**src/rtl/video_pkg.sv**
```systemverilog
// video_pkg: shared video constants, colour type, direction type and palette
package video_pkg;
    localparam int COORD_BITS  = 10;
    localparam int COLOUR_BITS = 8;
    localparam int H_RES       = 640;
    localparam int V_RES       = 480;
    typedef struct packed {
        logic [COLOUR_BITS-1:0] r;
        logic [COLOUR_BITS-1:0] g;
        logic [COLOUR_BITS-1:0] b;
    } rgb_t;
    typedef enum logic {DIR_POS = 1'b0, DIR_NEG = 1'b1} dir_t;
    localparam rgb_t BG_COLOUR = 24'h00008B;
    localparam rgb_t PALETTE [4] = '{24'hFFFFFF, 24'hFF0000, 24'h00FF00, 24'hFFFF00};
endpackage

```
**src/rtl/square_motion.sv**
```systemverilog
// square_motion: per-frame square position/direction update with edge bounce and palette step
module square_motion #(
    parameter int COORD_BITS = video_pkg::COORD_BITS,
    parameter int H_RES      = video_pkg::H_RES,
    parameter int V_RES      = video_pkg::V_RES,
    parameter int SQ_SIZE    = 64,
    parameter int SPEED      = 2,
    parameter int X0         = 0,
    parameter int Y0         = 0
) (
    input  logic                  i_clk_pxl,
    input  logic                  i_reset,
    input  logic                  i_nf,
    input  logic                  i_pause,
    output logic [COORD_BITS-1:0] o_pos_x,
    output logic [COORD_BITS-1:0] o_pos_y,
    output logic [1:0]            o_idx,
    output logic                  o_corner
);
    import video_pkg::*;
    localparam int W = COORD_BITS + 1;
    typedef struct packed {
        logic [COORD_BITS-1:0] pos;
        dir_t                  dir;
        logic                  bounce;
    } axis_t;
    // One extra bit keeps pos+SQ_SIZE+SPEED from wrapping near the far edge
    function automatic axis_t step(input logic [COORD_BITS-1:0] pos, input dir_t dir, input logic [W-1:0] lim);
        logic [W-1:0] p;
        p = {1'b0, pos};
        if (dir == DIR_POS)
            return (p + W'(SQ_SIZE + SPEED) >= lim)
                ? axis_t'{pos: COORD_BITS'(lim - W'(SQ_SIZE)), dir: DIR_NEG, bounce: 1'b1}
                : axis_t'{pos: COORD_BITS'(p + W'(SPEED)), dir: DIR_POS, bounce: 1'b0};
        return (p <= W'(SPEED))
            ? axis_t'{pos: '0, dir: DIR_POS, bounce: 1'b1}
            : axis_t'{pos: COORD_BITS'(p - W'(SPEED)), dir: DIR_NEG, bounce: 1'b0};
    endfunction
    logic [COORD_BITS-1:0] r_pos_x, r_pos_y;
    dir_t                  r_dir_x, r_dir_y;
    logic [1:0]            r_idx;
    logic                  r_corner;
    axis_t                 w_x, w_y;
    logic                  w_go;
    always_comb begin
        w_go = i_nf && !i_pause;
        w_x  = step(r_pos_x, r_dir_x, W'(H_RES));
        w_y  = step(r_pos_y, r_dir_y, W'(V_RES));
    end
    always_ff @(posedge i_clk_pxl) begin
        if (i_reset) begin
            r_pos_x  <= COORD_BITS'(X0);
            r_pos_y  <= COORD_BITS'(Y0);
            r_dir_x  <= DIR_POS;
            r_dir_y  <= DIR_POS;
            r_idx    <= '0;
            r_corner <= 1'b0;
        end else begin
            r_corner <= w_go && w_x.bounce && w_y.bounce;
            if (w_go) begin
                r_pos_x <= w_x.pos;
                r_pos_y <= w_y.pos;
                r_dir_x <= w_x.dir;
                r_dir_y <= w_y.dir;
                r_idx   <= r_idx + {1'b0, w_x.bounce | w_y.bounce};
            end
        end
    end
    assign o_pos_x  = r_pos_x;
    assign o_pos_y  = r_pos_y;
    assign o_idx    = r_idx;
    assign o_corner = r_corner;
endmodule

```
**src/rtl/bouncing_square_pattern.sv**
```systemverilog
// bouncing_square_pattern: two-stage pixel pipeline drawing a bouncing square over a background
module bouncing_square_pattern #(
    parameter int COORD_BITS  = video_pkg::COORD_BITS,
    parameter int COLOUR_BITS = video_pkg::COLOUR_BITS,
    parameter int H_RES       = video_pkg::H_RES,
    parameter int V_RES       = video_pkg::V_RES,
    parameter int SQ_SIZE     = 64,
    parameter int SPEED       = 2,
    parameter int X0          = 0,
    parameter int Y0          = 0
) (
    input  logic                   i_clk_pxl,
    input  logic                   i_reset,
    input  logic [COORD_BITS-1:0]  i_sx,
    input  logic [COORD_BITS-1:0]  i_sy,
    input  logic                   i_de,
    input  logic                   i_hsync,
    input  logic                   i_vsync,
    input  logic                   i_nf,
    input  logic                   i_pause,
    output logic [COLOUR_BITS-1:0] o_r,
    output logic [COLOUR_BITS-1:0] o_g,
    output logic [COLOUR_BITS-1:0] o_b,
    output logic                   o_hsync,
    output logic                   o_vsync,
    output logic                   o_de,
    output logic                   o_corner
);
    import video_pkg::*;
    localparam int W = COORD_BITS + 1;
    logic [COORD_BITS-1:0] w_pos_x, w_pos_y;
    logic [1:0]            w_idx;
    logic                  w_in_sq;
    rgb_t                  w_rgb;
    logic                  r_in_sq, r_de1, r_hs1, r_vs1;
    rgb_t                  r_rgb;
    logic                  r_de2, r_hs2, r_vs2;
    square_motion #(
        .COORD_BITS(COORD_BITS), .H_RES(H_RES), .V_RES(V_RES),
        .SQ_SIZE(SQ_SIZE), .SPEED(SPEED), .X0(X0), .Y0(Y0)
    ) u_motion (
        .i_clk_pxl(i_clk_pxl),
        .i_reset  (i_reset),
        .i_nf     (i_nf),
        .i_pause  (i_pause),
        .o_pos_x  (w_pos_x),
        .o_pos_y  (w_pos_y),
        .o_idx    (w_idx),
        .o_corner (o_corner)
    );
    always_comb begin
        w_in_sq = ({1'b0, w_pos_x} <= {1'b0, i_sx}) && ({1'b0, i_sx} < {1'b0, w_pos_x} + W'(SQ_SIZE))
               && ({1'b0, w_pos_y} <= {1'b0, i_sy}) && ({1'b0, i_sy} < {1'b0, w_pos_y} + W'(SQ_SIZE));
        w_rgb   = r_in_sq ? PALETTE[w_idx] : BG_COLOUR;
    end
    always_ff @(posedge i_clk_pxl) begin
        if (i_reset) begin
            {r_in_sq, r_de1, r_hs1, r_vs1} <= '0;
            {r_de2, r_hs2, r_vs2}          <= '0;
            r_rgb                          <= '0;
        end else begin
            {r_in_sq, r_de1, r_hs1, r_vs1} <= {w_in_sq, i_de, i_hsync, i_vsync};
            {r_de2, r_hs2, r_vs2}          <= {r_de1, r_hs1, r_vs1};
            r_rgb                          <= r_de1 ? w_rgb : '0;
        end
    end
    assign o_r     = r_rgb.r;
    assign o_g     = r_rgb.g;
    assign o_b     = r_rgb.b;
    assign o_hsync = r_hs2;
    assign o_vsync = r_vs2;
    assign o_de    = r_de2;
endmodule

```
**config.mk**
```make
export PLATFORM = sky130hd
export DESIGN_NAME = bouncing_square_pattern
export DESIGN_NICKNAME = d
export VERILOG_FILES = /design/src/rtl/video_pkg.sv /design/src/rtl/square_motion.sv /design/src/rtl/bouncing_square_pattern.sv
export SDC_FILE = /design/constraint.sdc
export NUM_CORES = 1
export LEC_CHECK = 0
export CAP_MARGIN = 30
export CORE_ASPECT_RATIO = 0.8
export CORE_MARGIN = 2
export CORE_UTILIZATION = 45
export DETAILED_ROUTE_END_ITERATION = 8
export PLACE_DENSITY = 0.69
export SLEW_MARGIN = 20
export SYNTH_ARGS = -nofsm -noshare
export SYNTH_HDL_FRONTEND = slang
export SYNTH_SLANG_ARGS = --single-unit
```
**constraint.sdc**
```tcl
create_clock -name i_clk_pxl -period 4.5 [get_ports i_clk_pxl]
set_input_delay 0.9 -clock i_clk_pxl [delete_from_list [all_inputs] [get_ports i_clk_pxl]]
set_output_delay 0.9 -clock i_clk_pxl [all_outputs]
set_load 0.05 [all_outputs]
```
---- After elaboration in Yosys (flattened, before gate mapping) ----
Cells that the tools add are included.
word-level totals
  register bits after elaboration ......... 56
  input bits .............................. 27
  output and inout port bits .............. 28
  logic and storage cells ................. 58
cells by class
  add/sub/neg operators ................... 9
  order comparisons ....................... 9
  multiplexer cells ....................... 10
  bitwise logic cells ..................... 4
  reduce and logical (&&, ||, !) cells .... 9
operators by type and width
  cell                   count
  $mux 12                6
  $bmux 24 s2            1
  $mux 24                2
  $add 10x7->11 const B  4
  $lt 10x11->1           2
  $add 10x2->10 const B  2
  $le 10x10->1           2
  $le 10x2->1 const B    2
  $sub 10x2->10 const B  2
  $ge 11x10->1 const B   1
  $ge 11x9->1 const B    1
  $mux 8                 1
  $logic_and 1x1->1      6
  $ge 3x3->1 const B     1
  $not 2->3              1
  $reduce_or 3->1        1
  $add 2x1->2            1
  $not 1->1              2
  $reduce_or 2->1        1
  $logic_not 1->1        1
  $or 1x1->1             1

---- Logic depth before layout (Yosys ltp) ----
  depth in word-level cells ............... 6
  depth in mapped cells ................... 13
  mapped depth without buffers ............ 11

---- Hierarchy ----
From an unflattened synthesis, not the netlist that was laid out.
second synthesis, totals
  cells, all modules ...................... 436
  area, all modules ....................... 3,502.1 sq um
by module, submodules not included
  module                   instances  cells each  area each (sq um)  seq. area each (sq um)
  square_motion            1          254         1,989.4            460.4
  bouncing_square_pattern  1          182         1,512.7            220.2

---- Least setup slack after synthesis ----
No wires, ideal clock.
  kind .................................... reg2reg
  from .................................... register u_motion.r_pos_x[6] (netlist: u_motion.o_pos_x[6])
  to ...................................... register u_motion.r_idx[1] (netlist: u_motion.o_idx[1])
  library setup time ...................... 0.128 ns
  data arrival time ....................... 2.298 ns
  data required time ...................... 4.372 ns
  setup slack ............................. 2.074 ns
  stages on the path, launching flop included .. 13
  path buffers ............................ 1
  clock period less this slack ............ 2.426 ns
  cell sequence ........................... dfxtp_1 buf_2 inv_1 ha_1 a41o_4 o31a_1 nor3_4 or2_1 o21ai_0 ha_1 nand2_1 xnor2_1 nor2_1
on the way
  longest elaborated chain between the ends .. 6
  elaborated cells between the ends (all ways) .. 8
  classes of those cells .................. 2 x add/sub; 2 x order compare; 3 x mux; 1 x bitwise
ends and longest elaborated chain
  element                 line                 RTL
  from (decl)             square_motion.sv:39  logic [COORD_BITS-1:0] r_pos_x, r_pos_y;
  from (signal assigned)  square_motion.sv:52  r_pos_x <= COORD_BITS'(X0);
  from (signal assigned)  square_motion.sv:61  r_pos_x <= w_x.pos;
  $add 10x7->11           square_motion.sv:32  return (p + W'(SQ_SIZE + SPEED) >= lim)
  $ge 11x10->1            square_motion.sv:32
  $mux 12                 square_motion.sv:33  ? axis_t'{pos: COORD_BITS'(lim - W'(SQ_SIZE)), dir: DIR_NEG, bounce: 1'b1}
  $mux 12 (*)             square_motion.sv:35  return (p <= W'(SPEED))
  $or 1x1->1 (*)          square_motion.sv:65  r_idx <= r_idx + {1'b0, w_x.bounce | w_y.bounce};
  $add 2x1->2 (*)         square_motion.sv:65
  to (signal assigned)    square_motion.sv:65
  to (decl)               square_motion.sv:41  logic [1:0] r_idx;
Mark *: on every way between the ends. The rest lies on a longest branch, timed or not.
A chain may end at the register's enable or synchronous reset.

---- Final worst setup path ----
  from .................................... register u_motion.r_pos_y[6] (netlist: u_motion.o_pos_y[6])
  to ...................................... register u_motion.r_idx[1] (netlist: u_motion.o_idx[1])
on the way
  longest elaborated chain between the ends .. 6
  elaborated cells between the ends (all ways) .. 8
  classes of those cells .................. 2 x add/sub; 2 x order compare; 3 x mux; 1 x bitwise
ends and longest elaborated chain
  element                 line                 RTL
  from (decl)             square_motion.sv:39
  from (signal assigned)  square_motion.sv:53  r_pos_y <= COORD_BITS'(Y0);
  from (signal assigned)  square_motion.sv:62  r_pos_y <= w_y.pos;
  $add 10x7->11           square_motion.sv:32
  $ge 11x9->1             square_motion.sv:32
  $mux 12                 square_motion.sv:33
  $mux 12 (*)             square_motion.sv:35
  $or 1x1->1 (*)          square_motion.sv:65
  $add 2x1->2 (*)         square_motion.sv:65
Marks and branches as above.

==> flow_metrics.env <==
export IMPL_outcome="finished, final reports clean"
export IMPL_critPathCapture="u_motion.o_idx[1]$_SDFFE_PP0P_"
export IMPL_max_freq_mhz=343
export IMPL_crit_buf_inv=1
export IMPL_cts_buffer_depth=2
export IMPL_hold_viol=0
export IMPL_synth_ff_latch_count=34
export IMPL_routedWlPerCell_um=14.7
export IMPL_finalNonFillerCells=568
export IMPL_rsz0062_at_grt="no"
export IMPL_grt_util_all_layers=0.210
export IMPL_p_total_uw=871
export IMPL_synth_edf_count=0
export IMPL_cp_arrival_ns=3.07
export IMPL_cts_resized=0
export IMPL_area_delta_synth_final_pct=17.9
export IMPL_die_w_um=102
export IMPL_min_from="r_hs1$_SDFF_PP0_"
export IMPL_die_h_um=82.1
export IMPL_p_leak_nw=1.68
export IMPL_vias=3193
export IMPL_place_ws_ns=1.35
export IMPL_synth_simple_area_share=0.211
export IMPL_crit_cells=11
export IMPL_grt_pass1_wl_um=14100
export IMPL_antenna_found_initial=0
export IMPL_synth_ff_type="dfxtp_1"
export IMPL_slew_headroom=0.503
export IMPL_worst_setup_path_type="flip-flop to flip-flop"
export IMPL_required_ns=4.65
export IMPL_min_period_ns=2.92
export IMPL_grt_max_degree=27
export IMPL_stdcell_area_um2=4040
export IMPL_synthArstFlopShare=0
export IMPL_ys_top_cells_by_area="dfxtp_1 (20%), ha_1 (19%), inv_1 (5.1%), buf_4 (4.6%), a21oi_1 (3.6%)"
export IMPL_dp_cells=559
export IMPL_postCtsSetupRepairBufs=0
export IMPL_r2r_slack_ns=1.58
export IMPL_ys_warnings_count=0
export IMPL_cts_root_buf="clkbuf_8"
export IMPL_worstSetupEndpointType="flip-flop"
export IMPL_synth_compound_area_frac=0.231
export IMPL_avgSynthCellArea_um2=7.88
export IMPL_firstDrtPassIters=4
export IMPL_cp_cell_sequence="inv_1 -> ha_1 -> nor3b_1 -> a31oi_1 -> a21oi_1 -> nor2_2 -> o21ai_0 -> ha_1 -> nand2_1 -> xnor2_1 -> nor2_1"
export IMPL_power_density_nw_per_um2=215
export IMPL_synth_cell_types=67
export IMPL_drt_iter0_drc=265
export IMPL_cts_num_sinks=34
export IMPL_maxCapViolations=0
export IMPL_synth_area_um2=3430
export IMPL_synth_cells=435
export IMPL_rr_startpoint="u_motion.o_pos_y[6]$_SDFFE_PP0P_"
export IMPL_clk_pin_slew_ns=0.07
export IMPL_fin_util=0.547
export IMPL_synth_fa_ha_area_frac=0.189
export IMPL_dpl_hpwl_um=6300
export IMPL_first_global_vias=2974
export IMPL_synth_top_family_by_area="compound AO/OA/AOI/OAI gates"
export IMPL_muxShareOfSynthArea=0.0193
export IMPL_cp_slowest_cell="dfxtp_1"
export IMPL_critPathMaxFanout=14
export IMPL_ys_seq_area_frac=0.198
export IMPL_dpl_instance_area_um2=3890
export IMPL_hold_buffers=0
export IMPL_synth_top_cell_area_share=0.198
export IMPL_setup_viol=0
export IMPL_row_count=28
export IMPL_tritoncts="done"
export IMPL_cp_start_kind="flip-flop"
export IMPL_insertion_delay_ns=0.29
export IMPL_clock_skew_ns=0.00762
export IMPL_ir_drop_uv=183
export IMPL_port_buffers=54
export IMPL_gp_congestion=0.933
export IMPL_syn_nets=513
export IMPL_crit_family="simple AND/OR/NAND/NOR gates"
export IMPL_worst_pin_slew_ns=0.743
export IMPL_final_setup_tns_ns=0
export IMPL_diodes=0
export IMPL_synth_top_cell_by_area="dfxtp_1"
export IMPL_hold_ws_ns=0.442
export IMPL_start_util=0.464
export IMPL_drive_above_1_share=0.0583
export IMPL_nets=540
export IMPL_rr_worst_depth=11
export IMPL_ioPinCount=55
export IMPL_core_area_um2=7390
export IMPL_r2r_end="u_motion.o_idx[1]$_SDFFE_PP0P_"
export IMPL_min_path_type="flip-flop to flip-flop"
export IMPL_timing_final_crit_share=0.649
export IMPL_cts_buffers=5
export IMPL_cpMostUsedCell="ha_1"
export IMPL_critical_path_startpoint="u_motion.o_pos_y[6]$_SDFFE_PP0P_"
export IMPL_crit_path_max_incr_delay_ns=0.64
export IMPL_slew_viol_final=0
export IMPL_synth_xor_area_frac=0.0306
export IMPL_wl_um=8340
export IMPL_setup_ws_ns=1.58
export IMPL_viasPerCell=5.62
export IMPL_gr_total_overflow=0
export IMPL_drtAntennaViolNets=0
export IMPL_post_route_drc_count=0
export IMPL_ctsHtreeMaxLevel=2
export IMPL_die_area_um2=8340
[final cells by class]
cell class | count | area [um^2]
fill | 667 | 3350
multi-input combinational | 316 | 2330
sequential | 34 | 681
timing repair buffer | 58 | 578
inverter | 47 | 176
tap | 105 | 131
clock buffer | 6 | 82.6
clock inverter | 2 | 60.1
[routing by layer]
| metal | share of wire | vias to the layer above | GRT usage |
|---|---|---|---|
| li1 | - | 1601 | - |
| met1 | 0.52 | 1489 | 0.306 |
| met2 | 0.41 | 99 | 0.321 |
| met3 | 0.059 | 4 | 0.0383 |
| met4 | 0.0091 | 0 | 0.0459 |
| met5 | 0 | - | 0 |
[cells in the final DEF, fill, tap and decap left out, drive strengths merged, types with 5 or more instances in the layout]
cell | Yosys | routed
nor4 | 10 | 10
a221oi | 5 | 5
clkbuf | 8 | 6
nand4 | 6 | 6
a21o | 8 | 8
xnor2 | 10 | 10
nor2b | 7 | 7
and2 | 5 | 5
clkdlybuf4s50 | 0 | 54
a211oi | 12 | 12
ha | 51 | 51
a31oi | 5 | 5
inv | 47 | 47
and3 | 6 | 6
nor2 | 26 | 26
o21ai | 21 | 21
nand2 | 31 | 31
dfxtp | 34 | 34
nor3 | 16 | 16
a21oi | 25 | 25
nand3 | 18 | 18
[cell usage after synthesis, drive strengths merged, types with 3 or more instances]
| cell | n |
|---|---|
| mux2i | 4 |
| a31oi | 5 |
| nor2 | 26 |
| a21oi | 25 |
| dfxtp | 34 |
| o211ai | 4 |
| a21o | 8 |
| a41o | 3 |
| o21a | 3 |
| nand2 | 31 |
| ha | 51 |
| nor3b | 3 |
| o21ai | 21 |
| o311ai | 3 |
| nand3 | 18 |
| xnor2 | 10 |
| a22oi | 3 |
| nor2b | 7 |
| clkbuf | 8 |
| a211oi | 12 |
| a221oi | 5 |
| nor4 | 10 |
| nor3 | 16 |
| inv | 47 |
| buf | 30 |
| and2 | 5 |
| and3 | 6 |
| nand4 | 6 |
[report_power, final]
part / leakage (nW) / internal (mW) / switching [mW] / total [mW]
Combinational: 1.33 / 0.0837 / 0.109 / 0.193
Sequential: 0.277 / 0.309 / 0.0153 / 0.325
Clock: 0.0714 / 0.236 / 0.117 / 0.353
Total: 1.68 / 0.630 / 0.242 / 0.871
[worst min-delay path by stage]
stage / slack [ns] / depth (start not counted) / to
2_1_floorplan: 0.41 / 1 / o_hsync$_SDFF_PP0_
3_3_place_gp: 0.42 / 1 / o_hsync$_SDFF_PP0_
3_5_place_dp: 0.43 / 1 / o_hsync$_SDFF_PP0_
4_1_cts: 0.45 / 1 / o_hsync$_SDFF_PP0_
5_1_grt: 0.47 / 1 / o_hsync$_SDFF_PP0_
6_report: 0.44 / 1 / o_hsync$_SDFF_PP0_
[flip-flops by register name, indices dropped and copies added (netlist names), 2 cells and up]
name / count
u_motion.o_idx: 2
u_motion.o_pos_x: 9
o_b: 2
u_motion.o_pos_y: 9
[cell families (layout without fill, tap and decap cells)]
| family | Yosys count | count (layout) |
|---|---|---|
| buffers and inverters | 85 | 113 |
| XOR/XNOR | 12 | 12 |
| multiplexers | 6 | 6 |
| AND/OR/NAND/NOR | 134 | 134 |
| AO/OA/AOI/OAI | 112 | 112 |
| adder cells (fa/ha/maj) | 52 | 52 |
| flip-flops | 34 | 34 |
[worst register-to-register path: cells and delay by family (launching register included)]
kind                       cells  cell delay (ns)
AOI/OAI and AO/OA              3             0.63
buffers and inverters          1             0.26
and+or+nand+nor                4             0.64
adders and majority gates      2             0.49
xor gates and xnor gates       1             0.11
DFF                            1             0.64
(Power assumes the default switching activity.)
